[config.mk]
export PLATFORM = sky130hd
export DESIGN_NAME = ifetch_unit
export DESIGN_NICKNAME = d
export VERILOG_FILES = /design/src/rtl/mips_pkg.sv /design/src/rtl/next_pc.sv /design/src/rtl/ifetch_unit.sv
export SDC_FILE = /design/constraint.sdc
export NUM_CORES = 1
export LEC_CHECK = 0
export ABC_CLOCK_PERIOD_IN_PS = 4500
export CAP_MARGIN = 5
export CORE_MARGIN = 5
export CORE_UTILIZATION = 35
export CTS_CLUSTER_DIAMETER = 150
export DETAILED_ROUTE_END_ITERATION = 8
export PLACE_DENSITY = 0.73
export SLEW_MARGIN = 20
export SYNTH_ARGS = -nofsm -noshare
export SYNTH_HDL_FRONTEND = slang
export SYNTH_SLANG_ARGS = --single-unit
[constraint.sdc]
create_clock -name clk -period 4.5 [get_ports clk]
set_input_delay 0.9 -clock clk [delete_from_list [all_inputs] [get_ports clk]]
set_output_delay 0.9 -clock clk [all_outputs]
set_load 0.02 [all_outputs]
[src/rtl/mips_pkg.sv]
// Shared definitions for the fetch unit and the decode/control block.
//   - fetch_state_t : fetch FSM state encoding
//   - RESET_PC_DEFAULT : default PC value loaded on reset
//   - opcode / funct constants used by decode
package mips_pkg;

  typedef enum logic [1:0] {
    IDLE = 2'd0,
    REQ  = 2'd1,
    HOLD = 2'd2
  } fetch_state_t;

  localparam logic [31:0] RESET_PC_DEFAULT = 32'h0000_0000;

  localparam logic [5:0] OP_RTYPE  = 6'h00;
  localparam logic [5:0] OP_ADDI   = 6'h08;
  localparam logic [5:0] OP_LW     = 6'h23;
  localparam logic [5:0] OP_SW     = 6'h2B;
  localparam logic [5:0] OP_J      = 6'h02;
  localparam logic [5:0] OP_BGTZ   = 6'h07;
  localparam logic [5:0] FUNCT_ADD = 6'h20;

endpackage

[src/rtl/next_pc.sv]
// Next-PC selection for the fetch unit (purely combinational).
// Ports:
//   pc_plus4  in  ADDR_W  address of the current instruction + 4
//   instr     in  32      current instruction word
//   br        in  1       current instruction is a control transfer
//   j_or_b    in  1       1 = absolute jump, 0 = conditional branch
//   br_taken  in  1       branch condition from the ALU
//   npc       out ADDR_W  selected next PC
module next_pc
  import mips_pkg::*;
#(
  parameter int ADDR_W = 32
) (
  input  logic [ADDR_W-1:0] pc_plus4,
  input  logic [31:0]       instr,
  input  logic              br,
  input  logic              j_or_b,
  input  logic              br_taken,
  output logic [ADDR_W-1:0] npc
);

  logic signed [ADDR_W-1:0] w_br_off;
  logic [ADDR_W-1:0]        w_br_target;
  logic [ADDR_W-1:0]        w_j_target;
  logic                     w_unused;

  // Word offset, sign-extended and scaled to bytes; the add wraps silently.
  assign w_br_off    = {{(ADDR_W-18){instr[15]}}, instr[15:0], 2'b00};
  assign w_br_target = pc_plus4 + w_br_off;

  // Jump stays inside the 256 MB region of the delay-slot address.
  assign w_j_target  = {pc_plus4[ADDR_W-1:28], instr[25:0], 2'b00};

  // Opcode field is decode's business, not needed for target arithmetic.
  assign w_unused    = &{1'b0, instr[31:26]};

  always_comb begin
    npc = pc_plus4;
    if (br && j_or_b) begin
      npc = w_j_target;
    end else if (br && br_taken) begin
      npc = w_br_target;
    end
  end

endmodule

[src/rtl/ifetch_unit.sv]
// Instruction fetch stage: holds the PC, reads one word at a time from
// instruction memory over a req/ack handshake and presents it to decode.
// Ports:
//   clk, rst               clock (rising edge), async active-high reset
//   imem_req/imem_addr     read request and word address (= pc)
//   imem_ack/imem_rdata    read completion and instruction word
//   instr/instr_valid/pc   instruction presented to decode and its address
//   pc_plus4               pc + 4 (wraps)
//   stall                  decode not ready; hold current instruction
//   br/j_or_b/br_taken     control-transfer info, sampled on consume
//   instr_count            instructions consumed since reset (wraps)
module ifetch_unit
  import mips_pkg::*;
#(
  parameter int                ADDR_W   = 32,
  parameter logic [ADDR_W-1:0] RESET_PC = ADDR_W'(RESET_PC_DEFAULT)
) (
  input  logic              clk,
  input  logic              rst,
  output logic              imem_req,
  output logic [ADDR_W-1:0] imem_addr,
  input  logic              imem_ack,
  input  logic [31:0]       imem_rdata,
  output logic [31:0]       instr,
  output logic              instr_valid,
  output logic [ADDR_W-1:0] pc,
  output logic [ADDR_W-1:0] pc_plus4,
  input  logic              stall,
  input  logic              br,
  input  logic              j_or_b,
  input  logic              br_taken,
  output logic [31:0]       instr_count
);

  fetch_state_t      r_state;
  fetch_state_t      w_next_state;
  logic [ADDR_W-1:0] r_pc;
  logic [31:0]       r_instr;
  logic [31:0]       r_count;
  logic [ADDR_W-1:0] w_pc_plus4;
  logic [ADDR_W-1:0] w_npc;
  logic              w_fire;
  logic              w_consume;

  assign w_pc_plus4 = r_pc + ADDR_W'(4);

  next_pc #(
    .ADDR_W(ADDR_W)
  ) u_next_pc (
    .pc_plus4 (w_pc_plus4),
    .instr    (r_instr),
    .br       (br),
    .j_or_b   (j_or_b),
    .br_taken (br_taken),
    .npc      (w_npc)
  );

  always_ff @(posedge clk or posedge rst) begin
    if (rst) begin
      r_state <= IDLE;
    end else begin
      r_state <= w_next_state;
    end
  end

  // Outputs decode straight from the state register so reset clears
  // imem_req and instr_valid without waiting for a clock edge.
  always_comb begin
    w_next_state = r_state;
    imem_req     = 1'b0;
    instr_valid  = 1'b0;
    w_fire       = 1'b0;
    w_consume    = 1'b0;
    case (r_state)
      IDLE: begin
        w_next_state = REQ;
      end
      REQ: begin
        imem_req = 1'b1;
        w_fire   = imem_ack;
        if (imem_ack) begin
          w_next_state = HOLD;
        end
      end
      HOLD: begin
        instr_valid = 1'b1;
        w_consume   = !stall;
        if (!stall) begin
          w_next_state = REQ;
        end
      end
      default: begin
        w_next_state = IDLE;
      end
    endcase
  end

  always_ff @(posedge clk or posedge rst) begin
    if (rst) begin
      r_pc    <= RESET_PC;
      r_instr <= 32'h0;
      r_count <= 32'h0;
    end else begin
      if (w_fire) begin
        r_instr <= imem_rdata;
      end
      if (w_consume) begin
        r_pc    <= w_npc;
        r_count <= r_count + 32'd1;
      end
    end
  end

  assign imem_addr   = r_pc;
  assign pc          = r_pc;
  assign pc_plus4    = w_pc_plus4;
  assign instr       = r_instr;
  assign instr_count = r_count;

endmodule

==> summary.md, run 1 <==
| Metric | Value |
|---|---|
| Unrepaired setup endpoints after global routing | no |
| Final hold vios | 0 |
| Number of synthesized flops with an enable pin | 0 |
| Max VDD drop | around 500 uV |
| Die H | about 150 um |
| Syn avg cell area | between 8 and 9 um2 |
| Clock-pin slew on the worst setup and hold paths | roughly 70 ps |
| Post-Route Utilization | approximately 47% |
| Worst Max-Slew Pin Slew | around 960 ps |
| Ys flop type | dfrtp_1 |
| IO buf count | a little under 200 |
| Slew Limit Headroom | ~36% |
| Die ar. | approximately 22000 um2 |
| Largest net degree at the start of global routing | 75 |
| Filler cells | roughly 1900 |
| Multi-input logic area | 4010 um2 |
| CTS Buffer Depth | 2 |
| Syn Std Cell Area | about 6800 um2 |
| Total CTS buffers | 9 |
| Crit path largest cell delay | roughly 630 ps |
| CP Data Arrival Time | around 3400 ps |
| Hold Crit Class | reg2reg |
| Final Wtd Congestion | ~0.95 |
| Initial antenna violation count | 0 |
| Design area | between 9000 and 10000 um2 |
| Asr flop ratio synth | 100% |
| Starting Density | 35.3% |
| # resized after CTS | 0 |
| Core outline area | 19300 um2 |
| 1st-iter DRT viols | ~530 |
| CTS tree | yes |
| WL final | ~22000 um |
| Total congestion overflow | 0 |
| # DRC | 0 |
| Post-synthesis instance total | 758 |
| Root Buffer | clkbuf_16 |
| Final net count | 999 |
| I/O pin count | around 200 |
| CTS Hold Bufs | 0 |
| Core Rows | ~50 |
| Vias in the first global route | 6299 |
| First-pass GRT wire length | 34400 um |
| HPWL after DPL | approximately 17000 um |
| Power Total | between 7000 and 8000 uW |
| Final-report max-slew violation count | 0 |
| Drt pass-1 iters | 5 |
| Fmax | approximately 0.23 GHz |
| #FFs+latches synth | 96 |
| Bufs and invs on worst path | 3 |
| # setup viols final | 0 |
| Fin worst setup slack | just over 200 ps |
| Cell breakdown of the critical path | ha_2 > inv_1 > or4_1 > nor4_1 > xor2_1 > buf_4 > clkdlybuf4s50_1 |
| Sequential Area | about 2400 um2 |
| Syn-to-layout area delta | 34.6% |
| H-Tree Depth | 3 |
| WL/cell | 18.1 um |
| Setup crit start kind | flop |
| Status | completed |
| Share of layout cells above drive strength 1 | approximately 9% |
| Post-DP Area | about 9000 um2 |
| Total Neg Setup Slack | 0 ps |
| Antenna Cells | 0 |
| Die W | roughly 150 um |
| Sink Count | between 90 and 100 |
| Clock Latency Late Sink | 360 ps |
| Via Count | approximately 6300 |
| Crit. End Element | primary output |
| Delay-heaviest family, CP | simple AND/OR/NAND/NOR gates |
| Post-CTS setup buffers | 0 |
| Distinct cells, synth | 62 |
| Synth warnings | 0 |
| Max-cap viol count | 0 |
| Setup WS pre-CTS | 205 ps |
| Routed Antenna Nets | 0 |
| Clock Skews | 7.28 ps |
| Vias per inst | 5.27 |
| GRT Overall Usage | about a fifth |
| Worst Setup Path Type | reg2out |
| Max FO, Critical Path | 8 |
| Sequential share of the synthesized area | between 30% and 40% |
| Final worst path period share | between 90% and 100% |
| Fin crit period | 4290 ps |
| PD cells | around 820 nW/um2 |
| WP data required | between 3000 and 4000 ps |
| Leak | between 0.003 and 0.004 uW |
| Slowest cell on crit path | or4_1 |
-- cell usage after synthesis (12+ instances only) --
cell / count / area (um2)
dfrtp_1: 96 / 2400
nand2_1: 82 / 308
a21oi_1: 50 / 250
xnor2_1: 50 / 438
o21ai_0: 47 / 235
nor2_1: 39 / 146
ha_1: 37 / 463
nand3_1: 37 / 185
buf_4: 36 / 270
mux2_2: 33 / 372
xor2_1: 27 / 236
a21o_1: 20 / 150
clkbuf_1: 19 / 71.3
inv_1: 17 / 63.8
nand4_1: 16 / 100
nor3_1: 12 / 60.1
-- cell families (layout without fill, tap and decap cells) --
family / after synthesis / after routing / share of synthesized area, %
compound gates: 186 / 186 / 17.2
xor+xnor: 77 / 77 / 9.89
fa+ha+maj: 38 / 38 / 7.09
buf+inv: 79 / 243 / 6.37
flops: 96 / 96 / 35.2
mux: 36 / 36 / 5.89
other cells: 1 / 6 / 0.0550
simple gates: 245 / 245 / 18.3
-- metrics by stage --
| stage | hold WS, ps | cells |
|---|---|---|
| CTS | 493 | 1192 |
| detailed placement | 472 | 1176 |
| finish | 490 | 1192 |
| global route | 518 | 1192 |
| floorplan | 487 | 763 |
| global placement | 465 | 1176 |
-- final cells by class --
cell class	count	share of cell area, %
timing repair buffer	210	22.5
inverter	17	0.723
sequential	96	26.2
clock buffer	9	2.46
tap	265	3.61
multi-input combinational	588	43.7
clock inverter	7	0.805
-- path summary, 6_finish.rpt --
kind,startpoint,to,slack (ps),cells after the start
max in group asynchronous,rst,instr[12],2500,3
worst max register to register,imem_addr[11],imem_addr[30],250,12
worst min register to register,instr_count[31],instr_count[31],490,1
worst max-delay path,imem_addr[3],pc_plus4[26],210,7
min in group asynchronous,rst,instr_count[6],1100,2
worst min-delay path,instr_count[31],instr_count[31],490,1
-- layout by cell type (no fill, tap or decap), drive strengths merged, types with 7 or more instances in the layout --
cell             n
clkdlybuf4s50  194
nand2           82
a211oi           9
nor2            40
nor4             7
clkbuf           9
mux2            33
buf             16
dfrtp           96
and2             7
a31oi            7
xor2            27
o21ai           48
or3             10
a21oi           50
o21bai           7
inv             21
a21o            20
nor3            12
nand3           37
o211ai          10
and3             8
nand4           17
ha              37
nand2b           7
xnor2           50
-- where the power goes --
part | switching [uW] | total [uW] | leakage (uW) | internal (uW)
logic | 2770 | 5060 | 0.00248 | 2290
clock network | 395 | 789 | 0.000141 | 394
registers | 472 | 1630 | 0.00120 | 1160
-- metal layers --
metal	share of wire (%)	GRT usage [%]	routed length, um
met3	6.8	3.79	1470
met2	48	32.0	10400
met1	43	26.0	9260
met4	1.7	5.26	364
met5	0	0	0
-- worst reg2reg max path: cells and delay by family (launching register included) --
family          cells  cell delay (ps)
compound gates      6             1500
fa+ha+maj           1              330
simple gates        3             1140
mux                 1              360
xor+xnor            1              340
flops               1              530
-- registers in the layout, indices dropped and copies added (netlist names) --
register,count
imem_addr,30
r_state,2
instr_count,32
instr,32
Power figures use the tool's default switching activity.
==> run 2: changes to the inputs <==
--- a/config.mk
+++ b/config.mk
@@ -11,8 +11,8 @@
 export CORE_UTILIZATION = 35
 export CTS_CLUSTER_DIAMETER = 150
 export DETAILED_ROUTE_END_ITERATION = 8
-export PLACE_DENSITY = 0.73
-export SLEW_MARGIN = 20
+export PLACE_DENSITY = 0.59
 export SYNTH_ARGS = -nofsm -noshare
 export SYNTH_HDL_FRONTEND = slang
 export SYNTH_SLANG_ARGS = --single-unit
+export TNS_END_PERCENT = 5
==> summary.md, run 2 (synthesis gave the netlist of run 1 again) <==
| Metric | Value |
|---|---|
| Total Neg Setup Slack | 0 ps (unchanged) |
| Reg-to-reg endpoint | imem_addr[25] (was imem_addr[30]) |
| WP data required | 3600 ps (about the same) |
| Psw | 3610 uW (was 3640 uW) |
| CTS tree | yes (unchanged) |
| CTS Hold Bufs | 0 (unchanged) |
| Most frequent standard cell in the layout excluding fill and tap cells | clkdlybuf4s50_1 (unchanged) |
| Fin crit period | 4130 ps (was 4290 ps) |
| Clock Power Share | 10.6% (was 10.5%) |
| Slew Limit Headroom | 60.5% (was 36.0%) |
| Total CTS buffers | 9 (unchanged) |
| Worst Max-Slew Pin Slew | 592 ps (was 960 ps) |
| # setup viols final | 0 (unchanged) |
| Crit. End Element | primary output (unchanged) |
| Final net count | 997 (was 999) |
| Via Count | 6219 (was 6278) |
| H-Tree Depth | 3 (unchanged) |
| Core Rows | 51 (unchanged) |
| First-pass GRT wire length | 34400 um (about the same) |
| Die ar. | 22400 um2 (unchanged) |
| Leak | 0.00383 uW (was 0.00382 uW) |
| Die H | 150 um (unchanged) |
| R2R depth | 12 (unchanged) |
| Routed Antenna Nets | 0 (unchanged) |
| Setup crit start kind | flop (unchanged) |
| Max FO, Critical Path | 9 (was 8) |
| Post-Route Utilization | 47.4% (about the same) |
| Share of layout cells above drive strength 1 | 8.86% (was 8.95%) |
| Core outline area | 19300 um2 (unchanged) |
| Antenna Cells | 0 (unchanged) |
| Syn-to-layout area delta | 34.5% (was 34.6%) |
| Total congestion overflow | 0 (unchanged) |
| Worst Setup Path Type | reg2out (unchanged) |
| CP Data Arrival Time | 3230 ps (was 3390 ps) |
| PD cells | 811 nW/um2 (was 815 nW/um2) |
| Starting Density | 35.3% (unchanged) |
| Final-report max-slew violation count | 0 (unchanged) |
| Final hold vios | 0 (unchanged) |
| Unrepaired setup endpoints after global routing | no (unchanged) |
| I/O pin count | 201 (unchanged) |
| Int Pwr | 3830 uW (was 3840 uW) |
| GRT Overall Usage | 19.4% (about the same) |
| Final Wtd Congestion | 0.881 (was 0.954) |
| Part of the power in registers | 21.9% (was 21.8%) |
| WL/cell | 18.2 um (was 18.1 um) |
| Vias in the first global route | 6086 (was 6299) |
| IO buf count | 194 (unchanged) |
| Logic pwr share | 67.5% (was 67.7%) |
| Vias per inst | 5.23 (was 5.27) |
| Largest net degree at the start of global routing | 54 (was 75) |
| Sink Count | 96 (unchanged) |
| CTS Buffer Depth | 2 (unchanged) |
| Clock Latency Late Sink | 360 ps (about the same) |
| Flop2flop setup slack | 400 ps (was 250 ps) |
| 1st-iter DRT viols | 438 (was 528) |
| Clock-pin slew on the worst setup and hold paths | 80 ps (was 70 ps) |
| Cells on Worst Hold Path | 1 (unchanged) |
| Switching Fraction | 48.6% (was 48.7%) |
| # DRC | 0 (unchanged) |
| Count of non-filler cells in the finished layout | 1190 (was 1192) |
| Clock Skews | 10.5 ps (was 7.28 ps) |
| Hold path startpoint | instr_count[31] (unchanged) |
| Max VDD drop | 463 uV (was 506 uV) |
| Post-CTS setup buffers | 0 (unchanged) |
| Fmax | 0.242 GHz (was 0.233 GHz) |
| Die W | 150 um (unchanged) |
| Root Buffer | clkbuf_16 (unchanged) |
| Status | completed (unchanged) |
| Hold Path End | instr_count[31] (unchanged) |
| Post-Place Cells | 1174 (was 1176) |
| Initial antenna violation count | 0 (unchanged) |
| Drt pass-1 iters | 5 (unchanged) |
| FF-to-FF Start | imem_addr[2] (was imem_addr[11]) |
| Most frequent cells in the layout | clkdlybuf4s50_1 (194), dfrtp_1 (95), nand2_1 (82) (unchanged) |
| Final worst path period share | 91.7% (was 95.4%) |
| WL final | 21700 um (was 21500 um) |
| HPWL after DPL | 16600 um (was 16500 um) |
| Max-cap viol count | 0 (unchanged) |
| Hold Crit Class | reg2reg (unchanged) |
-- run 2: cell types whose count changed in the layout (fill, tap and decap cells not counted) --
cell and delta:
buf_4 -3, clkinv_4 +2, inv_8 -2, buf_12 +1, clkinv_2 +1, clkinvlp_4 -1
xnor2_1 -1, xnor2_2 +1
-- run 2: through the flow --
stage | hold slack (ps) | worst slack [ps] | cell area [um2] | total power, uW
2_1_floorplan | 487 | 463 | 6840 | 4850
3_3_place_gp | 463 | 202 | 8860 | 6630
3_5_place_dp | 470 | 260 | 8860 | 6610
4_1_cts | 480 | 220 | 9150 | 7430
5_1_grt | 523 | 21.7 | 9170 | 8000
6_report | 477 | 372 | 9170 | 7440
-- run 2: final cells by class --
type / instances / area [um2]
Clock inverter: 7 / 66.3
Inverter: 17 / 66.3
Clock buffer: 9 / 225
Timing Repair Buffer: 208 / 2060
Tap cell: 265 / 332
Fill cell: 1890 / 10200
Sequential cell: 96 / 2400
Multi-Input combinational cell: 588 / 4020
-- run 2: worst max-delay path by stage --
stage | slack [ps] | endpoint | start | depth (start not counted)
2_1_floorplan | 460 | imem_addr[27] | imem_addr[2] | 14
3_3_place_gp | 200 | imem_addr[25] | imem_addr[2] | 12
3_5_place_dp | 260 | imem_addr[25] | imem_addr[2] | 12
4_1_cts | 220 | imem_addr[25] | imem_addr[2] | 12
5_1_grt | 20 | imem_addr[26] | imem_addr[8] | 15
6_report | 370 | pc_plus4[26] | imem_addr[2] | 7
-- run 2: timing repair --
action                                  CTS  global route
hold endpoints to repair                  0             0
endpoints found under the setup margin    0             4
resized for setup                         0             4
-- run 2: routing by layer --
layer | GRT usage, % | wire (um) | vias to the layer above
met3 | 4.48 | 1360 | 25
li1 | - | - | 3014
met4 | 5.13 | 397 | 0
met5 | 0 | 0 | -
met1 | 26.4 | 9810 | 2990
met2 | 31.2 | 10100 | 190
-- run 2: power by group through the flow --
| stage | Sequential, uW | Combinational [uW] | Clock, uW |
|---|---|---|---|
| 2_1_floorplan | 1860 | 2990 | 0 |
| 3_3_place_gp | 1630 | 5000 | 0 |
| 3_5_place_dp | 1640 | 4970 | 0 |
| 4_1_cts | 1630 | 5000 | 804 |
| 5_1_grt | 1690 | 5460 | 843 |
| 6_report | 1630 | 5020 | 786 |
-- run 2: critical path: stages, from the launching register on --
cell	delay, ps
dfrtp_1	570
ha_2	360
inv_1	90
or4_1	630
nor4_1	290
xor2_1	170
buf_4	150
clkdlybuf4s50_1	610
==> run 3: changes to the inputs <==
--- a/config.mk
+++ b/config.mk
@@ -5,12 +5,13 @@
 export SDC_FILE = /design/constraint.sdc
 export NUM_CORES = 1
 export LEC_CHECK = 0
-export ABC_CLOCK_PERIOD_IN_PS = 4500
+export ABC_CLOCK_PERIOD_IN_PS = 4900
 export CAP_MARGIN = 5
 export CORE_MARGIN = 5
 export CORE_UTILIZATION = 35
 export CTS_CLUSTER_DIAMETER = 150
 export DETAILED_ROUTE_END_ITERATION = 8
+export GPL_TIMING_DRIVEN = 0
 export PLACE_DENSITY = 0.59
 export SYNTH_ARGS = -nofsm -noshare
 export SYNTH_HDL_FRONTEND = slang
==> constraint.sdc (replaced) <==
create_clock -name clk -period 4.9 [get_ports clk]
set_input_delay 0.98 -clock clk [delete_from_list [all_inputs] [get_ports clk]]
set_output_delay 0.98 -clock clk [all_outputs]
set_load 0.02 [all_outputs]
==> summary.md, run 3 (synthesis gave the netlist of run 1 again) <==
| Metric | Value |
|---|---|
| Status | completed (unchanged) |
| Syn-to-layout area delta | 38.3% (was 34.5%) |
| Clock-pin slew on the worst setup and hold paths | 70 ps (was 80 ps) |
| Worst Setup Path Type | reg2out (unchanged) |
| Most frequent standard cell in the layout excluding fill and tap cells | clkdlybuf4s50_1 (unchanged) |
| Die W | 150 um (unchanged) |
| Fmax | about 0.21 GHz |
| Max VDD drop | 401 uV (was 463 uV) |
| Clock Latency Late Sink | 360 ps (about the same) |
| Reg-to-reg endpoint | imem_addr[30] (was imem_addr[25]) |
| Multi-input logic area | 4010 um2 (was 4020 um2) |
| Setup crit start kind | flop (unchanged) |
| Most frequent cells in the layout | clkdlybuf4s50_1 (194), dfrtp_1 (95), nand2_1 (82) (unchanged) |
| WP data required | 3920 ps (was 3600 ps) |
| FF-to-FF Start | imem_addr[3] (was imem_addr[2]) |
| Routed Antenna Nets | 0 (unchanged) |
| HPWL after DPL | 17700 um (was 16600 um) |
| Final net count | 1046 (was 997) |
| Starting Density | 35.3% (unchanged) |
| Sequential Area | 2400 um2 (unchanged) |
| CTS tree | yes (unchanged) |
| Drt pass-1 iters | 5 (unchanged) |
| Vias in the first global route | 6279 (was 6086) |
| Initial antenna violation count | 1 (was 0) |
| Die ar. | 22400 um2 (unchanged) |
| Slew Limit Headroom | 31.5% (was 60.5%) |
| Die H | 150 um (unchanged) |
| R2R depth | 14 (was 12) |
| CP endpoint | pc_plus4[26] (unchanged) |
| 1st-iter DRT viols | 436 (was 438) |
| Via Count | 6462 (was 6219) |
| Crit. End Element | primary output (unchanged) |
| Final hold vios | 0 (unchanged) |
| # DRC | 0 (unchanged) |
| First-pass GRT wire length | 36000 um (was 34400 um) |
| Total CTS buffers | 9 (unchanged) |
| Fin worst setup slack | 219 ps (was 372 ps) |
| Total congestion overflow | 0 (unchanged) |
| Max-cap viol count | 0 (unchanged) |
| Clock Skews | 7.37 ps (was 10.5 ps) |
| Final hold slack | 482 ps (was 477 ps) |
| Flop2flop setup slack | 330 ps (was 400 ps) |
| Final Wtd Congestion | 0.900 (was 0.881) |
| Setup WS pre-CTS | 147 ps (was 260 ps) |
| Unrepaired setup endpoints after global routing | no (unchanged) |
| Antenna Cells | 0 (unchanged) |
| Max FO, Critical Path | 8 (was 9) |
| Root Buffer | clkbuf_16 (unchanged) |
| Core Rows | 51 (unchanged) |
| Hold Crit Class | reg2reg (unchanged) |
| IO buf count | 194 (unchanged) |
| PD cells | 741 nW/um2 (was 811 nW/um2) |
| Vias per inst | 5.22 (was 5.23) |
| Largest net degree at the start of global routing | 53 (was 54) |
| I/O pin count | 201 (unchanged) |
| WL final | 22700 um (was 21700 um) |
| Filler cells | 1896 (was 1890) |
| H-Tree Depth | 3 (unchanged) |
| CTS Buffer Depth | 2 (unchanged) |
| Fin crit period | 4680 ps |
| Crit. Startpoint | imem_addr[3] (was imem_addr[2]) |
| Leak | 0.00398 uW (was 0.00383 uW) |
| Worst Max-Slew Pin Slew | 1030 ps (was 592 ps) |
| # setup viols final | 0 (unchanged) |
| Share of layout cells above drive strength 1 | 10.7% (was 8.86%) |
| Final-report max-slew violation count | 0 (unchanged) |
| Sink Count | 96 (unchanged) |
| Final worst path period share | 95.5% |
| GRT Overall Usage | 20.5% (was 19.4%) |
| CTS Hold Bufs | 0 (unchanged) |
| WL/cell | 18.3 um (was 18.2 um) |
| Core outline area | 19300 um2 (unchanged) |
| CP Data Arrival Time | 3700 ps (was 3230 ps) |
[run 3: cell types whose count changed in the layout (fill, tap and decap cells not counted), sizes merged]
cell,previous run,this run
clkinvlp,1,0
buf,14,44
clkbuf,9,29
[run 3: how the worst min path moves through the flow]
stage / from / end / slack [ps] / depth (start not counted)
floorplan: r_state[1] / r_state[0] / 490 / 1
global placement: instr_count[31] / instr_count[31] / 460 / 1
detailed placement: instr_count[31] / instr_count[31] / 470 / 1
CTS: instr_count[31] / instr_count[31] / 480 / 1
global route: instr_count[31] / instr_count[31] / 510 / 1
finish: instr_count[31] / instr_count[31] / 480 / 1
[run 3: timing repair]
action | in CTS | in global routing
gates resized for setup | 0 | 2
setup buffers | 0 | 0
setup endpoints to repair | 0 | 4
[run 3: layout make-up]
| type | instances | share of cell area (%) |
|---|---|---|
| Multi-Input combinational cell | 588 | 42.5 |
| Sequential cell | 96 | 25.5 |
| Timing Repair Buffer | 195 | 20.9 |
| Buffer | 62 | 3.93 |
| Tap cell | 265 | 3.52 |
| Clock buffer | 10 | 2.54 |
| Inverter | 17 | 0.703 |
| Clock inverter | 6 | 0.438 |
[run 3: power breakdown]
group | total, uW | internal [uW] | switching [uW]
Sequential | 1520 | 1060 | 461
Clock | 698 | 361 | 337
Combinational | 4770 | 2200 | 2570
Total | 6990 | 3620 | 3370
[run 3: stage by stage]
stage / total power (uW) / util [%] / std cells / TNS (ps) / cell area (um2)
3_5_place_dp: 6240 / 47.3 / 1223 / 0 / 9140
2_1_floorplan: 4450 / - / 763 / 0 / 6840
6_report: 6990 / 48.8 / 1239 / 0 / 9430
5_1_grt: 7530 / 48.8 / 1239 / 0 / 9430
4_1_cts: 6980 / 48.7 / 1239 / 0 / 9420
3_3_place_gp: 6220 / 47.1 / 1222 / -36010 / 9110
[run 3: critical path, stage by stage (launching register included)]
cell,delay [ps]
dfrtp_1,530
ha_1,210
clkbuf_1,390
inv_1,170
or4_1,670
nor4_1,290
xor2_1,390
clkdlybuf4s50_1,690
[run 3: layer usage]
layer | share of wire [%] | GRT usage (%)
met1 | 45 | 29.1
met3 | 6.8 | 3.88
met4 | 1.6 | 5.35
met5 | 0.031 | 0
met2 | 46 | 32.1
